File: config.mk
export PLATFORM = sky130hd
export DESIGN_NAME = wall_spawn_ctrl_flat
export DESIGN_NICKNAME = d
export VERILOG_FILES = /design/src/rtl/wall_spawn_ctrl_if.sv /design/src/rtl/wall_spawn_ctrl.sv /design/src/flat_wrapper.sv
export SDC_FILE = /design/constraint.sdc
export NUM_CORES = 1
export LEC_CHECK = 0
export CAP_MARGIN = 15
export CORE_UTILIZATION = 59
export DETAILED_ROUTE_END_ITERATION = 10
export PLACE_DENSITY = 0.81
export SLEW_MARGIN = 10
export SYNTH_ARGS = -nofsm -noshare
export SYNTH_HDL_FRONTEND = slang
export SYNTH_SLANG_ARGS = --single-unit
export TNS_END_PERCENT = 10
File: constraint.sdc
create_clock -name clk_i -period 4.1 [get_ports clk_i]
set_clock_uncertainty 0.1 [all_clocks]
set_input_delay 0.82 -clock clk_i [delete_from_list [all_inputs] [get_ports clk_i]]
set_output_delay 0.82 -clock clk_i [all_outputs]
set_load 0.01 [all_outputs]
File: src/rtl/wall_spawn_ctrl_if.sv
// wall_spawn_ctrl_if: renderer read port of the wall table.
//   rd_idx   - entry index requested by the renderer
//   rd_x/y   - stored tile origin at rd_idx (registered)
//   rd_valid - entry at rd_idx is occupied (registered)
// Modports: master = renderer side, slave = wall_spawn_ctrl side.
interface wall_spawn_ctrl_if #(
    parameter int unsigned MAX_WALLS = 8
);
    logic [$clog2(MAX_WALLS)-1:0] rd_idx;
    logic [10:0]                  rd_x;
    logic [10:0]                  rd_y;
    logic                         rd_valid;

    modport master (output rd_idx, input rd_x, input rd_y, input rd_valid);
    modport slave  (input rd_idx, output rd_x, output rd_y, output rd_valid);
endinterface

File: src/rtl/wall_spawn_ctrl.sv
// wall_spawn_ctrl: sequences the wall position generator and owns the wall table.
// Counts game ticks; every SPAWN_PERIOD ticks samples a candidate, checks it against
// the head, the apple and every stored wall (one entry per cycle), then commits it
// into the lowest free entry or retries with the next generator value.
//
// Ports:
//   clk_i, btnrst_i        - clock, synchronous active-high reset
//   game_tick_i            - one-cycle pulse per game step
//   clear_walls_i          - empties the table and aborts any attempt
//   snakehead_x/y_i        - live snake head tile origin
//   apple_x/y_i            - live apple tile origin
//   newwall_x/y_i          - free-running candidate from the generator
//   rd_if                  - renderer read port (registered, 1-cycle latency)
//   wall_count_o           - occupied entries
//   wall_hit_o             - registered: head equals a valid wall
//   spawn_done_o/fail_o    - one-cycle pulses on commit / abandon
//   busy_o                 - attempt in progress (SAMPLE, CHECK, COMMIT)
//
// Optional feature: define WALL_SAFE_ZONE_EN to also reject candidates within
// 2*TILE_SIZE of the head on both axes (head tile plus its 8 neighbours).
module wall_spawn_ctrl #(
    parameter int unsigned MAX_WALLS    = 8,
    parameter int unsigned SPAWN_PERIOD = 16,
    parameter int unsigned MAX_RETRY    = 4,
    parameter int unsigned TILE_SIZE    = 32
) (
    input  logic                         clk_i,
    input  logic                         btnrst_i,
    input  logic                         game_tick_i,
    input  logic                         clear_walls_i,
    input  logic [10:0]                  snakehead_x_i,
    input  logic [10:0]                  snakehead_y_i,
    input  logic [10:0]                  apple_x_i,
    input  logic [10:0]                  apple_y_i,
    input  logic [10:0]                  newwall_x_i,
    input  logic [10:0]                  newwall_y_i,
    wall_spawn_ctrl_if.slave             rd_if,
    output logic [$clog2(MAX_WALLS):0]   wall_count_o,
    output logic                         wall_hit_o,
    output logic                         spawn_done_o,
    output logic                         spawn_fail_o,
    output logic                         busy_o
);
    localparam int unsigned IdxW   = $clog2(MAX_WALLS);
    localparam int unsigned CntW   = IdxW + 1;
    localparam int unsigned TickW  = (SPAWN_PERIOD > 1) ? $clog2(SPAWN_PERIOD) : 1;
    localparam int unsigned RetryW = $clog2(MAX_RETRY + 1);

    typedef enum logic [2:0] {StIdle, StSample, StCheck, StCommit, StFull} state_e;

    state_e              state_q, state_d;
    logic [TickW-1:0]    tick_q, tick_d;
    logic [RetryW-1:0]   retry_q, retry_d;
    logic [IdxW-1:0]     idx_q, idx_d;
    logic [10:0]         cand_x_q, cand_x_d, cand_y_q, cand_y_d;
    logic [MAX_WALLS-1:0] valid_q, valid_d;
    logic [CntW-1:0]     count_q, count_d;
    logic [10:0]         wall_x_q [MAX_WALLS];
    logic [10:0]         wall_y_q [MAX_WALLS];
    logic                wall_hit_q;
    logic [10:0]         rd_x_q, rd_y_q;
    logic                rd_valid_q;

    logic                spawn_req;
    logic                wr_en;
    logic [IdxW-1:0]     free_idx;
    logic                hit_any;
    logic                reject;
    logic                safe_rej;

    // Request is raised by the wrapping tick; clear_walls suppresses it.
    assign spawn_req = game_tick_i && !clear_walls_i
                       && (tick_q == TickW'(SPAWN_PERIOD - 1));

    always_comb begin
        tick_d = tick_q;
        if (clear_walls_i) begin
            tick_d = '0;
        end else if (game_tick_i) begin
            tick_d = (tick_q == TickW'(SPAWN_PERIOD - 1)) ? '0 : tick_q + TickW'(1);
        end
    end

    // Lowest free entry; only used in COMMIT, where at least one entry is free.
    always_comb begin
        free_idx = '0;
        for (int i = int'(MAX_WALLS) - 1; i >= 0; i--) begin
            if (!valid_q[i]) free_idx = IdxW'(i);
        end
    end

    always_comb begin
        hit_any = 1'b0;
        for (int i = 0; i < int'(MAX_WALLS); i++) begin
            if (valid_q[i] && wall_x_q[i] == snakehead_x_i && wall_y_q[i] == snakehead_y_i) begin
                hit_any = 1'b1;
            end
        end
    end

`ifdef WALL_SAFE_ZONE_EN
    logic signed [11:0] dx, dy;
    logic        [11:0] adx, ady;
    assign dx  = $signed({1'b0, cand_x_q}) - $signed({1'b0, snakehead_x_i});
    assign dy  = $signed({1'b0, cand_y_q}) - $signed({1'b0, snakehead_y_i});
    assign adx = dx[11] ? 12'(-dx) : 12'(dx);
    assign ady = dy[11] ? 12'(-dy) : 12'(dy);
    assign safe_rej = (adx < 12'(2 * TILE_SIZE)) && (ady < 12'(2 * TILE_SIZE));
`else
    assign safe_rej = 1'b0;
`endif

    // Head and apple are compared live on every CHECK cycle; the table one entry per cycle.
    assign reject = (cand_x_q == snakehead_x_i && cand_y_q == snakehead_y_i)
                 || (cand_x_q == apple_x_i && cand_y_q == apple_y_i)
                 || (valid_q[idx_q] && wall_x_q[idx_q] == cand_x_q
                     && wall_y_q[idx_q] == cand_y_q)
                 || safe_rej;

    always_comb begin
        state_d      = state_q;
        idx_d        = idx_q;
        retry_d      = retry_q;
        cand_x_d     = cand_x_q;
        cand_y_d     = cand_y_q;
        valid_d      = valid_q;
        count_d      = count_q;
        wr_en        = 1'b0;
        spawn_done_o = 1'b0;
        spawn_fail_o = 1'b0;
        unique case (state_q)
            StIdle: begin
                if (spawn_req) begin
                    retry_d = '0;
                    state_d = StSample;
                end
            end
            StSample: begin
                cand_x_d = newwall_x_i;
                cand_y_d = newwall_y_i;
                idx_d    = '0;
                state_d  = StCheck;
            end
            StCheck: begin
                if (reject) begin
                    if (retry_q == RetryW'(MAX_RETRY - 1)) begin
                        retry_d      = '0;
                        spawn_fail_o = 1'b1;
                        state_d      = StIdle;
                    end else begin
                        retry_d = retry_q + RetryW'(1);
                        state_d = StSample;
                    end
                end else if (idx_q == IdxW'(MAX_WALLS - 1)) begin
                    state_d = StCommit;
                end else begin
                    idx_d = idx_q + IdxW'(1);
                end
            end
            StCommit: begin
                wr_en             = 1'b1;
                valid_d[free_idx] = 1'b1;
                count_d           = count_q + CntW'(1);
                spawn_done_o      = 1'b1;
                state_d = (count_q == CntW'(MAX_WALLS - 1)) ? StFull : StIdle;
            end
            StFull: begin
                state_d = StFull;
            end
            default: begin
                state_d = StIdle;
            end
        endcase
        // Clear (and reset) abort silently and win over commit and tick.
        if (clear_walls_i || btnrst_i) begin
            state_d      = StIdle;
            valid_d      = '0;
            count_d      = '0;
            retry_d      = '0;
            wr_en        = 1'b0;
            spawn_done_o = 1'b0;
            spawn_fail_o = 1'b0;
        end
    end

    always_ff @(posedge clk_i) begin
        if (btnrst_i) begin
            state_q    <= StIdle;
            tick_q     <= '0;
            retry_q    <= '0;
            idx_q      <= '0;
            cand_x_q   <= '0;
            cand_y_q   <= '0;
            valid_q    <= '0;
            count_q    <= '0;
            wall_hit_q <= 1'b0;
            rd_x_q     <= '0;
            rd_y_q     <= '0;
            rd_valid_q <= 1'b0;
        end else begin
            state_q    <= state_d;
            tick_q     <= tick_d;
            retry_q    <= retry_d;
            idx_q      <= idx_d;
            cand_x_q   <= cand_x_d;
            cand_y_q   <= cand_y_d;
            valid_q    <= valid_d;
            count_q    <= count_d;
            wall_hit_q <= hit_any;
            rd_x_q     <= wall_x_q[rd_if.rd_idx];
            rd_y_q     <= wall_y_q[rd_if.rd_idx];
            rd_valid_q <= valid_q[rd_if.rd_idx];
        end
    end

    // Table payload needs no reset; the valid bits gate every use.
    always_ff @(posedge clk_i) begin
        if (wr_en) begin
            wall_x_q[free_idx] <= cand_x_q;
            wall_y_q[free_idx] <= cand_y_q;
        end
    end

    assign rd_if.rd_x     = rd_x_q;
    assign rd_if.rd_y     = rd_y_q;
    assign rd_if.rd_valid = rd_valid_q;
    assign wall_count_o   = count_q;
    assign wall_hit_o     = wall_hit_q;
    assign busy_o         = (state_q == StSample) || (state_q == StCheck)
                         || (state_q == StCommit);
endmodule

File: src/flat_wrapper.sv
// flat-port wrapper written by rule: the top's interface ports become plain ports
module wall_spawn_ctrl_flat 
#(
    parameter int unsigned MAX_WALLS    = 8,
    parameter int unsigned SPAWN_PERIOD = 16,
    parameter int unsigned MAX_RETRY    = 4,
    parameter int unsigned TILE_SIZE    = 32
)
  (clk_i, btnrst_i, game_tick_i, clear_walls_i, snakehead_x_i, snakehead_y_i, apple_x_i, apple_y_i, newwall_x_i, newwall_y_i, wall_count_o, wall_hit_o, spawn_done_o, spawn_fail_o, busy_o, rd_if_rd_idx, rd_if_rd_x, rd_if_rd_y, rd_if_rd_valid);
  wall_spawn_ctrl_if #(.MAX_WALLS(MAX_WALLS)) rd_if_i ();
  input  logic clk_i;
  input  logic btnrst_i;
  input  logic game_tick_i;
  input  logic clear_walls_i;
  input  logic [10:0] snakehead_x_i;
  input  logic [10:0] snakehead_y_i;
  input  logic [10:0] apple_x_i;
  input  logic [10:0] apple_y_i;
  input  logic [10:0] newwall_x_i;
  input  logic [10:0] newwall_y_i;
  output logic [$clog2(MAX_WALLS):0] wall_count_o;
  output logic wall_hit_o;
  output logic spawn_done_o;
  output logic spawn_fail_o;
  output logic busy_o;
  input wire logic [$bits(rd_if_i.rd_idx)-1:0] rd_if_rd_idx;
  output wire logic [$bits(rd_if_i.rd_x)-1:0] rd_if_rd_x;
  output wire logic [$bits(rd_if_i.rd_y)-1:0] rd_if_rd_y;
  output wire logic [$bits(rd_if_i.rd_valid)-1:0] rd_if_rd_valid;
  assign rd_if_i.rd_idx = rd_if_rd_idx;
  assign rd_if_rd_x = rd_if_i.rd_x;
  assign rd_if_rd_y = rd_if_i.rd_y;
  assign rd_if_rd_valid = rd_if_i.rd_valid;
  wall_spawn_ctrl #(.MAX_WALLS(MAX_WALLS), .SPAWN_PERIOD(SPAWN_PERIOD), .MAX_RETRY(MAX_RETRY), .TILE_SIZE(TILE_SIZE)) u_core (.clk_i(clk_i), .btnrst_i(btnrst_i), .game_tick_i(game_tick_i), .clear_walls_i(clear_walls_i), .snakehead_x_i(snakehead_x_i), .snakehead_y_i(snakehead_y_i), .apple_x_i(apple_x_i), .apple_y_i(apple_y_i), .newwall_x_i(newwall_x_i), .newwall_y_i(newwall_y_i), .rd_if(rd_if_i), .wall_count_o(wall_count_o), .wall_hit_o(wall_hit_o), .spawn_done_o(spawn_done_o), .spawn_fail_o(spawn_fail_o), .busy_o(busy_o));
endmodule
==> reports/metrics.csv, run 1 <==
stage,metric,value,unit
setup_path,worstPathMaxFanout,6,
timing,fmax,0.2419,GHz
final_layout,final_util,74.72,%
place,hpwl,31960,um
clocking,clkSlewWorstSetupHoldPaths,0.06,ns
final_layout,nFillCells,1410,
timing,drv_slew,0,
final_layout,fin_area,16510,um^2
clocking,htree_levels,1,
timing,finalHoldViolCount,0,
setup_path,crit_chain,buf_12 > mux4_2 > mux2i_4 > xor2_2 > nand3b_1 > nor4_2 > buf_4 > a41oi_4 > nor4b_2 > buf_2,
timing,finalSetupViolCount,1,
timing,rsz0062_at_grt,yes,
final_layout,area_growth,22.84,%
floorplan,io_pins,104,
floorplan,core,22090,um^2
setup_path,regToRegSetupSlack,0.98,ns
setup_path,cpPeakStageDelay,0.55,ns
setup_path,rr_endpoint,u_core.retry_q[1],
setup_path,cp.required,3.18,ns
setup_path,cp_top_family,multiplexers,
power,power_density,338.7,nW/um^2
synth,syn_inst,1031,
route,route.detailed.drc,0,
synth,synth_ff_type,edfxtp_1,
synth,ys_ff_latch,250,
floorplan,die_width,152.9,um
route,vias,10170,
route,wl_per_cell,28.93,um
setup_path,crit_type,reg2out,
clocking,cts_buffer_depth,3,
outcome,violations,negative setup slack,
min_path,hp-start,u_core.retry_q[2],
synth,seq_area_frac_synth,50.35,%
outcome,status,"complete, but fails checks",
power,p_total,5.592,mW
setup_path,critPathLaunchType,register,
place,place_area,15450,um^2
setup_path,cp.buffers_inverters,3,
final_layout,nets,1295,
route,first_pass_iters,5,
clocking,insertion_delay,0.54,ns
synth,yosysUniqueCellTypes,54,
floorplan,die_h,152.9,um
global_routing,grt_max_degree,54,
global_routing,antenna_found_initial,0,
floorplan,die-area,23390,um^2
final_layout,layout-drive-gt1-share,22.88,%
synth,avgSynthCellArea,13.04,um^2
setup_path,cpMaxStageDelayCell,mux4_2,
setup_path,worst_r2r_path_depth,12,
synth,synth_edf_count,176,
global_routing,grt_usage,37.97,%
timing,period_minus_slack,4.134,ns
timing,finalHoldWorstSlack,0.3418,ns
min_path,whs_path_depth,2,
timing,tightest_slew,1.069,ns
min_path,hold_path_end,u_core.retry_q[2],
timing,period_share,100.8,%
synth,mappedNetlistArea,13440,um^2
global_routing,grt_pass1_vias,9914,
route,drtIter0Drc,1431,
global_routing,grt_pass1_wl,64240,um
global_routing,overflow,0,
floorplan,start_util,60.83,%
clocking,cts_root_buf,clkbuf_16,
min_path,hold_path.class,reg2reg,
synth,yosysWarnings,0,
route,wirelength,43910,um
power,leakagePower,5.824,nW
clocking,clock_sinks,250,
synth,ys_async_sr_fraction,0,%
clocking,cts_inserted_buffers,27,
floorplan,std_cell_rows,54,
flow_run,maxCapViolCount,0,
timing,fin_setup_tns,-0.03408,ns
place,gp_congestion,1.081,
route,viasPerCell,6.702,
timing,maxSlewHeadroom,28.53,%
power,ir_worst_vdd,0.0003017,V
place,portBuffers,103,
clocking,cts_tree,done,
synth,synth_nets,1109,
timing,worst_slack,-0.03408,ns
setup_path,worstPathArrival,3.21,ns
setup_path,cp-end-kind,primary output,
route,drtAntennaViolNets,0,
==> Yosys cell counts (4+ instances only) <==
library cell / instances / area share, %
nand2_1: 65 / 1.8
clkbuf_1: 40 / 1.1
nor2_1: 46 / 1.3
nand4_1: 35 / 1.6
a22oi_1: 4 / 0.22
nand3b_1: 4 / 0.22
xnor2_1: 83 / 5.4
edfxtp_1: 176 / 39
ha_1: 5 / 0.47
nand2b_1: 6 / 0.28
o21ai_0: 5 / 0.19
mux2i_1: 64 / 4.8
a22o_1: 5 / 0.33
mux2_2: 7 / 0.59
a21oi_1: 38 / 1.4
buf_1: 8 / 0.22
xor2_1: 156 / 10
nor3_1: 25 / 0.93
and3_1: 4 / 0.19
mux4_2: 76 / 13
nand3_1: 9 / 0.34
buf_4: 4 / 0.22
buf_2: 5 / 0.19
dfxtp_1: 74 / 11
buf_6: 4 / 0.34
nor4_1: 32 / 1.5
a21o_1: 11 / 0.61
==> worst register-to-register path, stage by stage, from the launching register on <==
cell and delay, ns:
dfxtp_4 0.40, buf_12 0.16, mux4_2 0.56, mux2i_4 0.18, xor2_2 0.22, nand3b_1 0.13, nor4_2 0.30, buf_4 0.20
a41oi_4 0.12, buf_4 0.20, o21ai_2 0.14, and2_4 0.18, mux2i_1 0.17
==> how the worst max path moves through the flow <==
stage | from | cells past startpoint | slack, ns | endpoint
after floorplan | btnrst_i | 6 | 0.14 | u_core.wall_x_q[4][0]
after global placement | snakehead_x_i[1] | 10 | -0.33 | spawn_fail_o
after detailed placement | snakehead_y_i[1] | 12 | -0.29 | spawn_fail_o
after CTS | register | 10 | -0.08 | spawn_fail_o
after global routing | register | 10 | -0.16 | spawn_fail_o
final | register | 10 | -0.03 | spawn_fail_o
==> cells in the final DEF (no fill, tap or decap), types with 5 or more instances in the layout <==
master	n
nand4_1	35
clkdlybuf4s50_1	99
xor2_1	155
mux2_2	7
a22o_1	5
a21o_1	11
nand3_1	9
mux4_2	76
nor4_1	32
nand2b_1	6
clkinv_2	6
nor3_1	21
a21oi_1	38
nor2_1	42
buf_4	106
xnor2_1	83
clkbuf_16	28
ha_1	5
edfxtp_1	176
nand2_1	65
dfxtp_1	71
mux2i_1	60
==> layer usage <==
metal	part of all wire, %	wire [um]	track usage (%)
met5	0	0	0
met1	37	16160	50.71
met2	46	20110	60.51
met3	13	5670	8.704
met4	4.5	1967	15.06
==> registers in the layout, indices dropped and copies added, names as in the netlist, named ones only <==
name,flops
u_core.idx_q,3
u_core.valid_q,8
u_core.rd_if.rd_valid,1
u_core.tick_q,4
u_core.state_q,3
u_core.wall_x_q,88
u_core.wall_hit_o,1
u_core.rd_if.rd_y,11
u_core.wall_count_o,4
u_core.cand_y_q,11
u_core.cand_x_q,11
u_core.retry_q,3
u_core.wall_y_q,88
u_core.rd_if.rd_x,11
==> through the flow <==
stage / cells / setup WS (ns)
detailed placement: 1466 / -0.2878
CTS: 1517 / -0.07511
floorplan: 1031 / 0.1439
global route: 1517 / -0.1574
global placement: 1466 / -0.3318
finish: 1518 / -0.03408
==> kinds of logic after synthesis <==
group | after synthesis | synth area share [%]
compound gates | 81 | 3.910
xor+xnor | 239 | 15.58
fa+ha+maj | 5 | 0.4655
buf+inv | 65 | 2.318
flops | 250 | 50.35
mux | 147 | 18.09
simple gates | 244 | 9.292
==> where the power goes <==
group          total, mW  switching (mW)  internal [mW]
Clock               2.46            1.01           1.45
Combinational      0.446           0.232          0.214
Sequential          2.69         0.00458           2.68
==> layout make-up <==
cell class	instances	area (um^2)	share of cell area, %
clock inverter	12	118.9	0.7200
timing repair buffer	219	1974	11.96
antenna	1	2.502	0.01516
clock buffer	37	778.2	4.714
inverter	3	11.26	0.06821
multi-input combinational	716	6497	39.36
sequential	250	6775	41.04
tap	280	350.3	2.122
==> repair_timing <==
action	CTS	global route
cloned	1	0
hold endpoints to repair	0	0
endpoints found under the setup margin	1	1
gates resized for setup	18	15
hold buffers	0	0
setup buffers	1	0
pin swaps	7	7
Note: power is estimated with default switching activity, not from simulation.
==> run 2: changes to the inputs <==
PLACE_DENSITY = 0.89   (was 0.81)
==> run 2 against run 1 <==
  * The flow still finishes with violations (negative setup slack)
  * Wire length up 0.50%
  * Clock power shrank 7%
  * First-iteration DRC count fell by 3.3%
  * Worst hold slack barely moved
  * Core utilization fell by 0.99 points
  * Final area shrank 1.3%
  * Global-route usage rose by 0.34 points
  * Flip-flop and latch count stayed put
  * Fmax shrank 0.47%
  * Highest routed layer unchanged
==> reports/metrics.csv, run 2 (synthesis gave the netlist of run 1 again) <==
stage,metric,value,unit
power,p_int,4.159,mW
clocking,cts_root_buf,clkbuf_16,
route,route.met2.wl,19470,um
outcome,status,"complete, but fails checks",
floorplan,start_util,60.83,%
route,highest-signal-layer,met4,
route,viasPerCell,6.869,
power,leakagePower,5.694,nW
setup_path,cpMaxStageDelayCell,mux4_2,
timing,worst_slack,-0.05369,ns
route,wirelength,44130,um
final_layout,fin_area,16290,um^2
outcome,violations,negative setup slack,
final_layout,area_growth,21.21,%
floorplan,die-area,23390,um^2
clocking,cts_tree,done,
place,place_area,15290,um^2
power,p_comb_share,8.2,%
setup_path,crit_path_frequent_cell,buf_12,
final_layout,nFillCells,1355,
clocking,htree_levels,1,
final_layout,fin_cells,1505,
setup_path,crit_chain,buf_12 > buf_12 > mux4_2 > mux2i_1 > xor2_1 > nand3b_1 > nor4_2 > buf_4 > a41oi_4 > nor4b_2 > buf_2,
route,first_pass_iters,6,
setup_path,cp-end-kind,primary output,
place,gp_congestion,1.097,
setup_path,cp_top_family,simple AND/OR/NAND/NOR gates,
final_layout,layout-drive-gt1-share,20.92,%
place,portBuffers,103,
route,vias,10340,
clocking,cts_buffer_depth,3,
floorplan,die_h,152.9,um
route,drtAntennaViolNets,0,
timing,drv_slew,0,
final_layout,nets,1281,
min_path,hold_path.class,reg2reg,
global_routing,grt_pass1_wl,65270,um
global_routing,grt_usage,38.31,%
timing,finalHoldViolCount,0,
power,ir_worst_vdd,0.0002849,V
place,placed_cells,1443,
power,power_density,332.2,nW/um^2
setup_path,worstPathMaxFanout,5,
floorplan,std_cell_rows,54,
timing,fin_setup_tns,-0.05369,ns
timing,finalSetupViolCount,1,
timing,fmax,0.2408,GHz
setup_path,worstPathArrival,3.23,ns
route,route.met3.wl,6226,um
floorplan,die_width,152.9,um
setup_path,cpPeakStageDelay,0.49,ns
timing,maxSlewHeadroom,28.90,%
power,p_total,5.412,mW
place,post-place-ws,-0.3141,ns
power,p_switching,1.253,mW
clocking,clock_sinks,250,
route,wl_per_cell,29.32,um
floorplan,io_pins,104,
setup_path,cp.buffers_inverters,4,
power,power_frac_clock,42.1,%
global_routing,grt_pass1_vias,10340,
timing,rsz0062_at_grt,yes,
power,switching_share,23.14,%
global_routing,grt_max_degree,54,
setup_path,crit_type,reg2out,
clocking,insertion_delay,0.55,ns
flow_run,maxCapViolCount,0,
place,hpwl,30970,um
final_layout,mostFrequentLayoutCells,"176 x edfxtp_1, 156 x xor2_1, 99 x clkdlybuf4s50_1",
setup_path,cp.required,3.18,ns
route,drtIter0Drc,1384,
timing,period_minus_slack,4.154,ns
timing,period_share,101.3,%
global_routing,antenna_found_initial,2,
floorplan,core,22090,um^2
timing,tightest_slew,1.063,ns
route,route.detailed.drc,0,
power,power_frac_seq,49.6,%
clocking,cts_inserted_buffers,27,
global_routing,overflow,0,
setup_path,critPathLaunchType,register,
final_layout,layout_commonest_cell,edfxtp_1,
final_layout,top_regs,"u_core.wall_x_q: 88 flops, u_core.wall_y_q: 88 flops",
clocking,clkSlewWorstSetupHoldPaths,0.06,ns
route,met1_length,15420,um
==> run 2: worst paths after layout <==
path	depth (start not counted)	slack, ns	to	start
worst min register to register	2	0.34	u_core.retry_q[2]	u_core.retry_q[2]
worst max register to register	13	0.99	u_core.retry_q[1]	register
worst max-delay path	11	-0.05	spawn_fail_o	register
worst min-delay path	2	0.34	u_core.retry_q[2]	u_core.retry_q[2]
==> run 2: repair_timing <==
action | CTS | global route
endpoints found under the hold margin | 0 | 0
endpoints found under the setup margin | 1 | 1
buffers inserted | 11 | 0
pin swaps | 12 | 4
resized for setup | 16 | 2
hold buffers | 0 | 0
==> run 2: worst min-delay path: stages, from the launching register on <==
cell and delay [ns]:
dfxtp_1 0.32, nand2_1 0.05, a21oi_1 0.03
==> run 2: area by class of cell <==
| type | instances | area [um^2] | area share (%) |
|---|---|---|---|
| sequential | 250 | 6770 | 41.56 |
| multi-input combinational | 716 | 6444 | 39.56 |
| timing repair buffer | 205 | 1899 | 11.66 |
| clock buffer | 39 | 744.5 | 4.570 |
| tap | 280 | 350.3 | 2.151 |
| clock inverter | 11 | 67.56 | 0.4148 |
| inverter | 3 | 11.26 | 0.06913 |
| antenna | 1 | 2.502 | 0.01536 |
==> run 2: power groups by stage <==
stage	Clock [mW]	Combinational [mW]	Sequential, mW
floorplan	0	0.218	2.75
detailed placement	0	0.429	2.74
CTS	2.27	0.434	2.69
finish	2.28	0.445	2.69
global route	2.37	0.460	2.69
global placement	0	0.426	2.74
==> run 2: routing by layer <==
metal | up-vias | GRT usage, %
li1 | 4215 | -
met1 | 4983 | 49.20
met2 | 929 | 58.76
met3 | 211 | 10.46
met4 | 0 | 22.32
met5 | - | 0
==> run 2: through the flow <==
stage               utilization, %  hold slack, ns
floorplan                        -          0.3069
global placement             69.20          0.3149
detailed placement           69.20          0.3226
CTS                          73.67          0.3333
global route                 73.72          0.3394
finish                       73.73          0.3416
